<file path="src/rtl/exe_div_unit_pkg.sv">
// Shared definitions for the EXE-stage iterative divider.
// State codes are plain constants so that older tools can read them.
package exe_div_unit_pkg;

  localparam int DIV_ITER = 32;

  typedef logic [1:0] DivStateType;

  localparam logic [1:0] DIV_IDLE = 2'd0;
  localparam logic [1:0] DIV_RUN  = 2'd1;
  localparam logic [1:0] DIV_DONE = 2'd2;

endpackage

</file>
<file path="src/rtl/exe_div_unit_div_step.sv">
// One radix-2 restoring iteration: shift {rem, quot} left, then subtract the
// divisor from the partial remainder when it fits.
module div_step #(
  parameter int DATA_WIDTH = 32
) (
  input  logic [DATA_WIDTH-1:0] rem,
  input  logic [DATA_WIDTH-1:0] quot,
  input  logic [DATA_WIDTH-1:0] divisor,
  output logic [DATA_WIDTH-1:0] next_rem,
  output logic [DATA_WIDTH-1:0] next_quot
);

  // The shifted remainder can need one extra bit before the compare.
  logic [DATA_WIDTH:0]   shifted;
  logic [DATA_WIDTH-1:0] diff;
  logic                  fits;

  assign shifted   = {rem, quot[DATA_WIDTH-1]};
  assign fits      = (shifted >= {1'b0, divisor});
  assign diff      = shifted[DATA_WIDTH-1:0] - divisor;
  assign next_rem  = fits ? diff : shifted[DATA_WIDTH-1:0];
  assign next_quot = {quot[DATA_WIDTH-2:0], fits};

endmodule

</file>
<file path="src/rtl/exe_div_unit.sv">
// EXE-stage DIV/DIVU unit: magnitude restoring divide over DATA_WIDTH cycles,
// sign fix and divide-by-zero override applied when the last step completes.
module exe_div_unit
  import exe_div_unit_pkg::*;
#(
  parameter int DATA_WIDTH = DIV_ITER
) (
  input  logic                  clk,
  input  logic                  rst,
  input  logic                  EXE_DivStart,
  input  logic                  EXE_DivSigned,
  input  logic [DATA_WIDTH-1:0] EXE_ResultA,
  input  logic [DATA_WIDTH-1:0] EXE_ResultB,
  input  logic                  EXE_Flush,
  output logic                  EXE_DivBusy,
  output logic                  EXE_DivDone,
  output logic [DATA_WIDTH-1:0] EXE_DivQuot,
  output logic [DATA_WIDTH-1:0] EXE_DivRem
);

  localparam int CW = $clog2(DATA_WIDTH) + 1;

  DivStateType           state;
  logic [CW-1:0]         count;
  logic [DATA_WIDTH-1:0] rem_q;
  logic [DATA_WIDTH-1:0] quot_q;
  logic [DATA_WIDTH-1:0] divisor_q;
  logic [DATA_WIDTH-1:0] dividend_q;
  logic                  quot_neg;
  logic                  rem_neg;
  logic                  div_zero;
  logic [DATA_WIDTH-1:0] quot_out;
  logic [DATA_WIDTH-1:0] rem_out;

  logic [DATA_WIDTH-1:0] a_mag;
  logic [DATA_WIDTH-1:0] b_mag;
  logic [DATA_WIDTH-1:0] step_rem;
  logic [DATA_WIDTH-1:0] step_quot;
  logic [DATA_WIDTH-1:0] fix_quot;
  logic [DATA_WIDTH-1:0] fix_rem;
  logic                  a_neg;
  logic                  b_neg;

  assign a_neg = EXE_DivSigned && EXE_ResultA[DATA_WIDTH-1];
  assign b_neg = EXE_DivSigned && EXE_ResultB[DATA_WIDTH-1];
  assign a_mag = a_neg ? (-EXE_ResultA) : EXE_ResultA;
  assign b_mag = b_neg ? (-EXE_ResultB) : EXE_ResultB;

  div_step #(.DATA_WIDTH(DATA_WIDTH)) u_step (
    .rem       (rem_q),
    .quot      (quot_q),
    .divisor   (divisor_q),
    .next_rem  (step_rem),
    .next_quot (step_quot)
  );

  // Division by zero reports all-ones / original dividend regardless of sign.
  assign fix_quot = div_zero ? '1 : (quot_neg ? (-step_quot) : step_quot);
  assign fix_rem  = div_zero ? dividend_q : (rem_neg ? (-step_rem) : step_rem);

  always_ff @(posedge clk) begin
    if (rst) begin
      state      <= DIV_IDLE;
      count      <= '0;
      rem_q      <= '0;
      quot_q     <= '0;
      divisor_q  <= '0;
      dividend_q <= '0;
      quot_neg   <= 1'b0;
      rem_neg    <= 1'b0;
      div_zero   <= 1'b0;
      quot_out   <= '0;
      rem_out    <= '0;
    end else if (EXE_Flush) begin
      state <= DIV_IDLE;
      count <= '0;
    end else begin
      case (state)
        DIV_RUN: begin
          rem_q  <= step_rem;
          quot_q <= step_quot;
          count  <= count - CW'(1);
          if (count == CW'(1)) begin
            state    <= DIV_DONE;
            quot_out <= fix_quot;
            rem_out  <= fix_rem;
          end
        end
        default: begin
          // IDLE and DONE both accept a new request.
          if (EXE_DivStart) begin
            state      <= DIV_RUN;
            count      <= CW'(DATA_WIDTH);
            rem_q      <= '0;
            quot_q     <= a_mag;
            divisor_q  <= b_mag;
            dividend_q <= EXE_ResultA;
            quot_neg   <= a_neg ^ b_neg;
            rem_neg    <= a_neg;
            div_zero   <= (EXE_ResultB == '0);
          end else begin
            state <= DIV_IDLE;
          end
        end
      endcase
    end
  end

  assign EXE_DivBusy = ((state == DIV_IDLE) && EXE_DivStart) ||
                       (state == DIV_RUN) ||
                       ((state == DIV_DONE) && EXE_DivStart);
  assign EXE_DivDone = (state == DIV_DONE) && !EXE_Flush;
  assign EXE_DivQuot = quot_out;
  assign EXE_DivRem  = rem_out;

endmodule

</file>
<file path="config.mk">
export PLATFORM = sky130hd
export DESIGN_NAME = exe_div_unit
export DESIGN_NICKNAME = d
export VERILOG_FILES = /design/src/rtl/exe_div_unit_pkg.sv /design/src/rtl/exe_div_unit_div_step.sv /design/src/rtl/exe_div_unit.sv
export SDC_FILE = /design/constraint.sdc
export NUM_CORES = 1
export LEC_CHECK = 0
export CAP_MARGIN = 20
export CORE_MARGIN = 4
export CORE_UTILIZATION = 30
export DETAILED_ROUTE_END_ITERATION = 12
export GPL_ROUTABILITY_DRIVEN = 0
export HOLD_SLACK_MARGIN = 0.03
export PLACE_DENSITY_LB_ADDON = 0.25
export SETUP_SLACK_MARGIN = 0.5
export SYNTH_ARGS = -nofsm -noshare
export SYNTH_HDL_FRONTEND = slang
export SYNTH_SLANG_ARGS = --single-unit
</file>
<file path="constraint.sdc">
create_clock -name clk -period 13.2 [get_ports clk]
set_input_delay 1.32 -clock clk [delete_from_list [all_inputs] [get_ports clk]]
set_output_delay 1.32 -clock clk [all_outputs]
set_load 0.1 [all_outputs]
</file>
# Yosys cells after proc, flatten, opt, wreduce, memory -nomap -nowiden
# Cells that the tools add are included.
[word_totals]
ff_bits = 203
out_inout_bits = 66
elab_cells = 56
[classes]
n_addsub = 6
magnitude_cmp = 1
eq_ne = 4
mux = 16
bitwise = 3
n_reduce_logical = 15
[ops]
columns = ["op", "count"]
rows = [
  ["32-bit two-way mux", 11],
  ["32-bit negation", 4],
  ["33-bit by 32-bit greater-or-equal comparator with 1-bit output", 1],
  ["32-bit zero test", 1],
  ["32-bit subtractor", 1],
  ["6-bit two-way mux", 2],
  ["6-bit by 1-bit equality test with 1-bit output, second input constant", 1],
  ["3-bit AND reduction", 2],
  ["6-bit by 1-bit subtractor with 6-bit output, second input constant", 1],
  ["1-bit logical AND", 5],
  ["2-bit two-way mux", 2],
  ["2-bit by 1-bit equality test with 1-bit output, second input constant", 1],
  ["2-bit equality test, second input constant", 1],
  ["2-bit zero test", 1],
  ["1-bit logical OR", 2],
  ["2-bit != test, second input constant", 1],
  ["1-bit NOT", 2],
  ["2-bit AND reduction", 1],
  ["2-bit nonzero test", 1],
  ["2-bit OR reduction", 1],
  ["1-bit zero test", 1],
  ["1-bit two-way mux", 1],
  ["1-bit XOR", 1],
]

# Depth between registers and ports, before layout
# Gate-level depths: netlist of run 1.
[logic_depth]
word_depth = 5
depth_mapped = 23

# Hierarchy
# A second synthesis of run 1 with hierarchy kept.
[hier_totals]
hier_cells = 1701
area_unflattened_um2 = 13321.5
[by_module_without_submodules]
columns = ["module", "instances", "cells_each", "area_per_inst_um2"]
rows = [
  ["exe_div_unit", 1, 1362, 10856.7],
  ["div_step", 1, 339, 2464.9],
]

# Worst setup path after synthesis of run 1
# OpenSTA, ideal clock, no wires.
[synth_timing]
kind = "register to register"
from = "register divisor_q[27]"
to = "register rem_out[24] (netlist: EXE_DivRem[24])"
setup_ps = 86
arrival_time_ps = 5086
t_required_ps = 13114
setup_slack_ps = 8028
path_stages_with_launch = 24
n_path_buf = 5
period_less_slack_ps = 5172
path_cell_list = "dfxtp_1 -> inv_1 -> ha_1 -> buf_2 -> nand4_1 -> or2_0 -> or4_4 -> a211oi_2 -> or3_4 -> buf_6 -> buf_2 -> buf_2 -> buf_1 -> nand2_1 -> o21ai_0 -> ha_1 -> nand3b_1 -> nor4_2 -> a32oi_1 -> or4b_1 -> o41a_1 -> xor2_1 -> mux2i_1 -> a211oi_1"
[synth_between]
elab_chain_cells = 5
[synth_lines]
columns = ["element", "line_no", "text"]
rows = [
  ["from (decl)", "exe_div_unit.sv:27", "logic [DATA_WIDTH-1:0] divisor_q;"],
  ["from (signal assigned)", "exe_div_unit.sv:96", "divisor_q <= b_mag;"],
  ["33-bit by 32-bit greater-or-equal comparator with 1-bit output *", "exe_div_unit_div_step.sv:19", "assign fits = (shifted >= {1'b0, divisor});"],
  ["32-bit two-way mux *", "exe_div_unit_div_step.sv:21", "assign next_rem = fits ? diff : shifted[DATA_WIDTH-1:0];"],
  ["32-bit negation", "exe_div_unit.sv:59", "assign fix_rem = div_zero ? dividend_q : (rem_neg ? (-step_rem) : step_rem);"],
  ["32-bit two-way mux * (2 in a row)", "exe_div_unit.sv:59", ""],
  ["to (signal assigned)", "exe_div_unit.sv:86", "rem_out <= fix_rem;"],
  ["to (decl)", "exe_div_unit.sv:33", "logic [DATA_WIDTH-1:0] rem_out;"],
]
# Mark *: on every way between the ends. The rest lies on a longest branch, timed or not.
# A chain may end at the register's enable or synchronous reset.

# Worst setup path in the final report of run 1
[layout_timing]
from = "register rem_q[5]"
to = "register quot_out[30] (netlist: EXE_DivQuot[30])"
[layout_between]
elab_chain_cells = 4
[layout_lines]
columns = ["element", "line_no", "text"]
rows = [
  ["from (decl)", "exe_div_unit.sv:25", "logic [DATA_WIDTH-1:0] rem_q;"],
  ["from (signal assigned)", "exe_div_unit.sv:80", "rem_q <= step_rem;"],
  ["33-bit by 32-bit greater-or-equal comparator with 1-bit output", "exe_div_unit_div_step.sv:19", ""],
  ["32-bit negation", "exe_div_unit.sv:58", "assign fix_quot = div_zero ? '1 : (quot_neg ? (-step_quot) : step_quot);"],
  ["32-bit two-way mux (2 in a row)", "exe_div_unit.sv:58", ""],
  ["to (signal assigned)", "exe_div_unit.sv:85", "quot_out <= fix_quot;"],
  ["to (decl)", "exe_div_unit.sv:32", "logic [DATA_WIDTH-1:0] quot_out;"],
]
# Every way passes these cells.

==> results.tsv, run 1 <==
metric	value	unit
status	finished, final reports clean	
antenna violations before repair	0	
drt pass-1 iters	5	
R2R Path Start	rem_q[5]	
Yosys warnings	0	
Async SR Flop Fraction	0	%
CTS root buf	clkbuf_16	
Worst path slowest cell	inv_2	
Synth Area in Compound Gates	25.2	%
Slew @ Worst Pin	1.01	ns
final core utilization	36.7	%
met1 Usage GRT	25.0	%
average wire per standard cell	18.0	µm
RSZ-0062 raised after global routing	false	
synthesis-to-finish area growth	19.8	%
Crit Path Class	reg -> reg	
final setup fails	0	
layout cells sized above 1	5.20	%
clock sinks	203	
mapped cell area	0.0130	mm²
Clock Latency Late Sink	0.53	ns
# IOs	135	
sequential area share after synthesis	31.3	%
first-pass GRT wire length	68.2	mm
CP Launch Type	flip-flop	
Remaining Overflow, GRT	0	
top-area cell type share of the netlist area	31.3	%
worst min path class	reg -> reg	
clock-pin slew on the worst setup and hold paths	0.06	ns
row cnt	75	
Total Wirelength	43.2	mm
Fin Setup TNS	0	ns
Synth Register Bits	203	
Final Hold Vio Count	0	
Synth Net Count	1855	
Synth Area in XOR/XNOR	8.92	%
cell taking the most area after synthesis	dfxtp_1	
most used cell, CP	ha_1	
CTS Hold Bufs	0	
CP required	13.63	ns
ys flop type	dfxtp_1	
Clock Skews	0.0128	ns
PostCTS Resize Cnt	0	
Fillers	4451	
cts bufs inserted	25	
clock tree buffer depth	3	
TritonCTS clock tree	yes	
Core Region	0.0423	mm²
Unique masters post-synth	78	
largest family of logic cells by synthesized area	compound AO/OA/AOI/OAI gates	
period utilisation layout	43.9	%
critical path capture point type	flip-flop	
H-tree Lvls	1	
Tmin final	5.79	ns
post-synthesis mux area share	2.19	%
reg2reg setup slack	7.41	ns
PwrDens	109	mW/mm²
Post-synth EDFFs	0	
total number of vias	12700	
final net count	1916	
port buffer count	134	
DP Area	0.0147	mm²
die area	0.0466	mm²
drt initial violations	910	
simple-gate share of the synthesized area	23.3	%
final routed DRC violation total	0	
met2 GRT Util	29.2	%
maximum vdd drop	79.7	µV
DP Wirelength	32.5	mm
Mean Syn Cell Area	7.42	µm²
crit-path cells	ha_1 -> a21o_1 -> a221o_1 -> a21oi_2 -> a211oi_2 -> or3_4 -> inv_2 -> ha_1 -> nand3_1 -> or2_2 -> or4_1 -> o31ai_1 -> nand2_1 -> a21oi_1 -> xor2_1 -> a211oi_1	
post-CTS setup buffer count	0	
post-route design area	0.0155	mm²
Crit path max-delay family	simple AND/OR/NAND/NOR gates	
Pins Over Slew Limit	0	
GR Layer Usage met3	2.97	%
Syn Inst Count	1747	
Rel. slew slack	32.2	%
ant diodes	0	
max frequency	173	MHz
CP peak stage delay	0.75	ns
Detail Route Antenna Nets	0	
die height	216	µm
Top Usage Layer GRT	met2	
pin count of the biggest net entering global routing	86	
GRT Util Overall	17.8	%
top post-synthesis cells by area	dfxtp_1 (31%), nor2_1 (7.5%), a21oi_1 (6.4%), nand2_1 (5.8%), a211oi_1 (5.6%)	
max_cap viols	0	
number of global-route vias before repair	11900	
vias per cell	5.27	
critical path startpoint	rem_q[5]	
WP data arrival	6.23	ns
leak pwr	5.48	nW
adder-cell share of the synthesized area	3.82	%
crit-path max FO	48	
worst hold path startpoint	dividend_q[12]	
initial cell density of the core	30.6	%
Buf+Inv Stages, Crit Path	1	
die width	216	µm
-- metal layers --
layer | routed length (µm) | part of all wire (%) | vias to the layer above
li1 | - | - | 6304
met1 | 20400 | 47 | 5984
met2 | 19600 | 45 | 352
met3 | 2620 | 6.1 | 41
met4 | 624 | 1.4 | 0
met5 | 0 | 0 | -
-- per-stage QoR --
| step | setup WS (ns) | total power, mW | instances | hold slack (ns) |
|---|---|---|---|---|
| 2_1_floorplan | 8.03 | 0.906 | 1747 | 0.431 |
| 3_3_place_gp | 7.59 | 1.02 | 2358 | 0.443 |
| 3_5_place_dp | 7.51 | 1.02 | 2358 | 0.445 |
| 4_1_cts | 7.50 | 1.72 | 2404 | 0.453 |
| 5_1_grt | 7.03 | 1.78 | 2404 | 0.472 |
| 6_report | 7.41 | 1.70 | 2404 | 0.452 |
-- logic make-up after synthesis --
group,count (synthesis)
compound gates,507
xor+xnor,132
fa+ha+maj,39
buf+inv,175
flops,203
mux,28
simple gates,663
-- layout by cell type (no fill, tap or decap), types with 4 or more instances in the layout --
master	count
a211oi_1	97
a21o_1	11
a21oi_1	166
a22oi_1	15
a311oi_1	10
a31oi_1	13
and2_1	12
and3_1	6
buf_4	18
clkbuf_1	8
clkbuf_16	25
clkbuf_8	4
clkdlybuf4s50_1	133
dfxtp_1	202
ha_1	38
inv_1	56
mux2i_1	25
nand2_1	199
nand2b_1	18
nand3_1	16
nand3b_1	7
nand4_1	14
nor2_1	257
nor2b_1	9
nor3_1	37
nor4_1	17
o211ai_1	18
o21a_1	8
o21ai_0	93
o21bai_1	5
o31a_1	6
o31ai_1	23
o41ai_1	7
or2_2	11
or3_1	26
or4_1	11
xnor2_1	63
xor2_1	69
-- state kept, by name, indices dropped and copies added (netlist names), 2 cells and up --
| signal | cells |
|---|---|
| EXE_DivRem | 32 |
| rem_q | 32 |
| count | 6 |
| state | 2 |
| EXE_DivQuot | 32 |
| quot_q | 32 |
| dividend_q | 32 |
| divisor_q | 32 |
-- path summary, 6_finish.rpt --
kind	end	cells past startpoint
setup reg to reg	EXE_DivQuot[30]	16
setup / recovery	EXE_DivQuot[30]	16
hold / removal	dividend_q[12]	2
hold reg to reg	dividend_q[12]	2
-- synth_stat cells (all sizes together) (29+ instances only) --
library cell and number:
xnor2 63, nand2 199, dfxtp 203, nor2 259, nor3 39, inv 57
clkbuf 97, or3 29, o21ai 95, a21oi 167, ha 38, a211oi 99
xor2 69
-- where the power goes --
group	leakage, nW	internal, mW	switching, mW
sequential	1.65	0.632	0.0170
combinational	3.43	0.134	0.228
clock	0.395	0.412	0.276
-- worst register-to-register path: stages, from the launching register on --
cell and delay (ns):
dfxtp_1 0.36, ha_1 0.43, a21o_1 0.25, a221o_1 0.39, a21oi_2 0.24, a211oi_2 0.11, or3_4 0.61, inv_2 0.79
ha_1 0.35, nand3_1 0.19, or2_2 0.38, or4_1 0.49, o31ai_1 0.38, nand2_1 0.21, a21oi_1 0.19, xor2_1 0.08
a211oi_1 0.25
-- area by class of cell --
class | instances | area (µm²) | area share [%]
clock buffer | 37 | 711 | 4.58
clock inverter | 9 | 108 | 0.693
inverter | 57 | 214 | 1.38
multi-input combinational | 1369 | 8230 | 53.0
sequential | 203 | 4070 | 26.2
tap | 577 | 722 | 4.65
timing repair buffer | 152 | 1480 | 9.52
Power figures use the tool's default switching activity.
==> inputs of run 2 (changes only) <==
clock period = 5.5 ns   (was 13.2 ns; I/O delays follow)
==> results.tsv, run 2 (same netlist as run 1, synthesis figures left out) <==
metric	value	unit	change
crit-path cells	inv_1 -> ha_1 -> a21o_1 -> a221o_1 -> a21oi_2 -> a211oi_2 -> or3_4 -> o21ai_1 -> ha_2 -> nand3b_1 -> nor4_4 -> a32oi_1 -> or4b_1 -> o41a_1 -> xor2_1 -> mux2i_1 -> a211oi_1		
drt initial violations	941		+3.4%
pin count of the biggest net entering global routing	95		+10%
clock tree buffer depth	3		unchanged
Tmin final	4.80	ns	-0.994 ns
total number of vias	12800		+0.62%
Hold Slack	0.453	ns	+0.00156 ns
GRT Util Overall	17.8	%	about the same
port buffer count	134		unchanged
crit-path max FO	10		-79%
critical path capture point type	flip-flop		
Core Region	0.0423	mm²	unchanged
footprint of the multi-input gates	0.00827	mm²	+0.43%
antenna violations before repair	0		unchanged
ant diodes	0		unchanged
CP Launch Type	flip-flop		
first-pass GRT wire length	68.2	mm	-0.10%
post-route design area	0.0157	mm²	+0.89%
max_cap viols	0		unchanged
status	finished, final reports clean		
CP endpoint	EXE_DivRem[24]		
final setup fails	0		unchanged
final routed DRC violation total	0		unchanged
Buf+Inv Stages, Crit Path	1		unchanged
PwrDens	262	mW/mm²	+140%
Reg power frac	37.9	%	-0.3 points
final net count	1926		+0.52%
DP Cell Count	2363		+0.21%
commonest non-fill, non-tap cell in the layout	nor2_1		
leak pwr	5.56	nW	+1.5%
R2R Path Start	divisor_q[6]		
critical path startpoint	divisor_q[6]		
reg2reg setup slack	0.70	ns	-6.71 ns
Sw Pwr	1.26	mW	+140%
Clock Latency Late Sink	0.55	ns	+0.02 ns
number of global-route vias before repair	11900		-0.092%
clock sinks	203		unchanged
Internal	2.85	mW	+140%
clock-pin slew on the worst setup and hold paths	0.06	ns	about the same
Non-Filler Instances	2412		+0.33%
R2R cell count	17		+1
reg2reg end	EXE_DivRem[24]		
max frequency	208	MHz	+21%
Slew @ Worst Pin	1.04	ns	+0.0253 ns
Crit path max-delay family	compound AO/OA/AOI/OAI gates		
average wire per standard cell	18.0	µm	-0.11%
Crit Path Class	reg -> reg		
part of the power in the clock network	40.5	%	about the same
combinational power share	21.6	%	+0.3 points
maximum vdd drop	162	µV	+100%
layout cells sized above 1	6.05	%	+0.85 points
initial cell density of the core	30.6	%	unchanged
TritonCTS clock tree	yes		
CP required	5.89	ns	-7.74 ns
worst min path class	reg -> reg		
WP data arrival	5.19	ns	-1.04 ns
Fillers	4482		+0.70%
die width	216	µm	unchanged
synthesis-to-finish area growth	20.8	%	
cts bufs inserted	25		unchanged
DP Wirelength	32.7	mm	+0.53%
instance count on the critical path	17		+1
# IOs	135		unchanged
H-tree Lvls	1		unchanged
RSZ-0062 raised after global routing	true		
CP peak stage delay	0.63	ns	-0.12 ns
die height	216	µm	unchanged
period utilisation layout	87.2	%	+43 points
Total Wirelength	43.3	mm	+0.22%
vias per cell	5.29		+0.29%
Storage cell area	0.00407	mm²	unchanged
CTS root buf	clkbuf_16		
row cnt	75		unchanged
Detail Route Antenna Nets	0		unchanged
Fin Setup TNS	0	ns	unchanged
Pins Over Slew Limit	0		unchanged
Sw Ratio	30.7	%	+0.034 points
most frequent cells in the layout	nor2_1 (258), dfxtp_1 (202), nand2_1 (199), a21oi_1 (165), clkdlybuf4s50_1 (133)		
Rel. slew slack	30.5	%	-1.7 points
Remaining Overflow, GRT	0		unchanged
DP Area	0.0148	mm²	+0.40%
CTS Hold Bufs	0		unchanged
Worst path slowest cell	or4b_1		
Clock Skews	0.0212	ns	+0.00848 ns
die area	0.0466	mm²	unchanged
Final Hold Vio Count	0		unchanged
drt pass-1 iters	5		unchanged
-- run 2: cell types whose count changed in the layout (fill, tap and decap cells not counted), sizes merged --
cell / delta
buf: +10
clkbuf: -1
clkinv: +1
clkinvlp: -2
-- run 2: final cells by class --
class	instances	area share (%)
multi-input cells	1369	52.8
flip-flops and latches	203	25.9
repair buffers	162	10.1
well taps	577	4.61
clock buffers	36	4.58
inverters	57	1.37
clock inverters	8	0.671
-- run 2: worst min-delay path by stage --
| stage | start | to | cells after the start | slack [ns] |
|---|---|---|---|---|
| 6_report | dividend_q[2] | dividend_q[2] | 2 | 0.45 |
| 3_5_place_dp | divisor_q[31] | divisor_q[31] | 2 | 0.45 |
| 4_1_cts | divisor_q[31] | divisor_q[31] | 2 | 0.45 |
| 5_1_grt | dividend_q[12] | dividend_q[12] | 2 | 0.47 |
| 3_3_place_gp | dividend_q[12] | dividend_q[12] | 2 | 0.44 |
| 2_1_floorplan | dividend_q[27] | dividend_q[27] | 2 | 0.43 |
-- run 2: through the flow --
step	total power, mW	util, %	setup slack (ns)
6_report	4.11	37.0	0.702
5_1_grt	4.30	37.0	0.432
4_1_cts	4.13	36.8	0.519
3_5_place_dp	2.46	34.9	0.531
3_3_place_gp	2.45	34.9	0.652
2_1_floorplan	2.18	-	0.543
-- run 2: routing by layer --
layer	up-vias	track usage [%]	wire, µm
met5	-	0	0
met4	0	3.95	1000
met3	56	1.91	2300
met2	402	29.6	19700
met1	5954	25.0	20300
li1	6348	-	-
-- run 2: tightest hold or removal path: stages, from the launching register on --
cell	delay, ns
dfxtp_1	0.31
nand2_1	0.05
a21oi_1	0.05
-- run 2: repair_timing --
| item | in CTS | in global routing |
|---|---|---|
| resized for setup | 0 | 6 |
| hold endpoints to repair | 0 | 0 |
| buffers inserted | 0 | 4 |
| setup endpoints to repair | 0 | 9 |
-- run 2: power by group through the flow --
stage	Sequential (mW)	Combinational, mW	Clock, mW
floorplan	1.59	0.593	0
global placement	1.59	0.866	0
detailed placement	1.59	0.868	0
CTS	1.56	0.872	1.70
global route	1.57	0.976	1.76
finish	1.56	0.889	1.66
==> inputs of run 3 (changes only) <==
CAP_MARGIN = unset   (was 20)
clock period = 4.4 ns   (was 5.5 ns; I/O delays follow)
==> results.tsv, run 3 (same netlist as run 1, synthesis figures left out) <==
metric	value	unit	change
drt initial violations	991		+5.3%
pin count of the biggest net entering global routing	110		+16%
final routed DRC violation total	0		unchanged
TritonCTS clock tree	yes		
max_cap viols	0		unchanged
final setup fails	1		+1
H-tree Lvls	1		unchanged
Final Hold Vio Count	0		unchanged
die height	216	µm	unchanged
final net count	2062		+7.1%
antenna violations before repair	0		unchanged
die width	216	µm	unchanged
layout cells sized above 1	17.0	%	+11 points
period utilisation layout	100	%	+13 points
die area	0.0466	mm²	unchanged
maximum vdd drop	218	µV	+35%
part of the power in the clock network	40.3	%	-0.2 points
Hold Path Sink	rem_q[24]		
clock tree buffer depth	3		unchanged
Fillers	4297		-4.1%
critical path capture point type	flip-flop		
worst hold path startpoint	rst		
synthesis-to-finish area growth	34.4	%	
met2 GRT Util	29.6	%	about the same
worst hold path depth	2		unchanged
Total Wirelength	44.5	mm	+2.6%
commonest non-fill, non-tap cell in the layout	nor2_1		
crit-path max FO	4		-6
RSZ-0062 raised after global routing	true		
WP data arrival	4.88	ns	-0.31 ns
Sw Ratio	29.9	%	-0.78 points
Core Region	0.0423	mm²	unchanged
worst min path class	in -> reg		
GRT Util Overall	18.1	%	+0.26 points
met1 Usage GRT	24.6	%	-0.45 points
Rel. slew slack	18.8	%	-12 points
average wire per standard cell	17.4	µm	-2.9%
Remaining Overflow, GRT	0		unchanged
Clock Latency Late Sink	0.55	ns	about the same
Clock Skews	0.0104	ns	-0.0109 ns
number of global-route vias before repair	12400		+3.8%
cts bufs inserted	26		+4.0%
CP required	4.86	ns	-1.03 ns
Reg power frac	34.8	%	-3.1 points
CP Launch Type	flip-flop		
reg2reg end	EXE_DivRem[24]		
setup slack after layout	-0.0202	ns	-0.722 ns
Crit Path Class	reg -> reg		
Hold Slack	0.421	ns	-0.0320 ns
Sw Pwr	1.68	mW	+33%
R2R cell count	17		unchanged
CTS root buf	clkbuf_16		
post-route design area	0.0174	mm²	+11%
max frequency	226	MHz	+8.5%
initial cell density of the core	30.6	%	unchanged
Non-Filler Instances	2548		+5.6%
total number of vias	13200		+3.4%
combinational power share	24.9	%	+3.3 points
Fin Setup TNS	-0.0202	ns	-0.0202 ns
# IOs	135		unchanged
PwrDens	323	mW/mm²	+23%
status	finished with violations		
clock sinks	203		unchanged
ant diodes	0		unchanged
final core utilization	41.2	%	+4.2 points
Slew @ Worst Pin	1.22	ns	+0.177 ns
Storage cell area	0.00409	mm²	+0.62%
DP Wirelength	33.3	mm	+1.7%
Tmin final	4.42	ns	-0.378 ns
leak pwr	6.37	nW	+15%
CTS Hold Bufs	0		unchanged
reg2reg setup slack	-0.02	ns	-0.72 ns
footprint of the multi-input gates	0.00883	mm²	+6.8%
clock-pin slew on the worst setup and hold paths	0.06	ns	about the same
Pins Over Slew Limit	0		unchanged
overall power	5.62	mW	+37%
most frequent cells in the layout	nor2_1 (258), nand2_1 (194), dfxtp_1 (182), a21oi_1 (161), buf_4 (146)		
Detail Route Antenna Nets	0		unchanged
GR Layer Usage met3	2.74	%	+0.83 points
failing checks	negative setup slack		
Internal	3.94	mW	+38%
row cnt	75		unchanged
port buffer count	134		unchanged
first-pass GRT wire length	69.0	mm	+1.2%
DP Cell Count	2465		+4.3%
R2R Path Start	divisor_q[29]		
drt pass-1 iters	6		+1
Post-Place Setup Slack	-0.242	ns	-0.773 ns
Top Usage Layer GRT	met2		
vias per cell	5.18		-2.1%
DP Area	0.0157	mm²	+6.0%
## run 3: per-layer routing
metal | up-vias | share of wire (%)
li1 | 6599 | -
met1 | 6107 | 46
met2 | 403 | 45
met3 | 85 | 5.7
met4 | 0 | 3.7
met5 | - | 0
## run 3: worst max path at each step
| stage | start | to | cells after the start |
|---|---|---|---|
| 3_5_place_dp | divisor_q[30] | EXE_DivRem[24] | 17 |
| 5_1_grt | divisor_q[30] | EXE_DivRem[4] | 23 |
| 2_1_floorplan | divisor_q[8] | EXE_DivRem[24] | 22 |
| 3_3_place_gp | divisor_q[29] | EXE_DivRem[24] | 17 |
| 6_report | divisor_q[29] | EXE_DivRem[24] | 17 |
| 4_1_cts | divisor_q[29] | EXE_DivRem[24] | 17 |
## run 3: area by class of cell
cell class,instances,area share [%]
Tap cell,577,4.14
Multi-Input combinational cell,1369,50.7
Inverter,57,1.26
Timing Repair Buffer,297,15.3
Sequential cell,203,23.5
Clock buffer,38,4.34
Clock inverter,7,0.840
## run 3: critical path, stage by stage, from the launching register on
cell	delay, ns
dfxtp_2	0.33
inv_2	0.04
ha_4	0.25
nand4_1	0.12
or2_1	0.26
or4_4	0.54
a211oi_4	0.21
or3_4	0.23
mux2i_4	0.27
ha_4	0.16
nand3b_1	0.15
nor4_4	0.30
a32oi_2	0.11
or4b_4	0.58
o41a_1	0.34
xor2_1	0.13
mux2i_1	0.08
a211oi_1	0.21
## run 3: power by group through the flow
stage          logic [mW]  clock network [mW]  registers (mW)
4_1_cts              1.31                2.33            1.96
3_3_place_gp         1.18                   0            1.99
2_1_floorplan       0.776                   0            1.98
5_1_grt              1.52                2.38            1.97
3_5_place_dp         1.19                   0            1.99
6_report             1.40                2.27            1.96
## run 3: repair_timing
action,CTS,global route
resized for setup,59,65
pin swaps,34,48
setup buffers,20,18
setup endpoints to repair,32,35
gates cloned,0,0
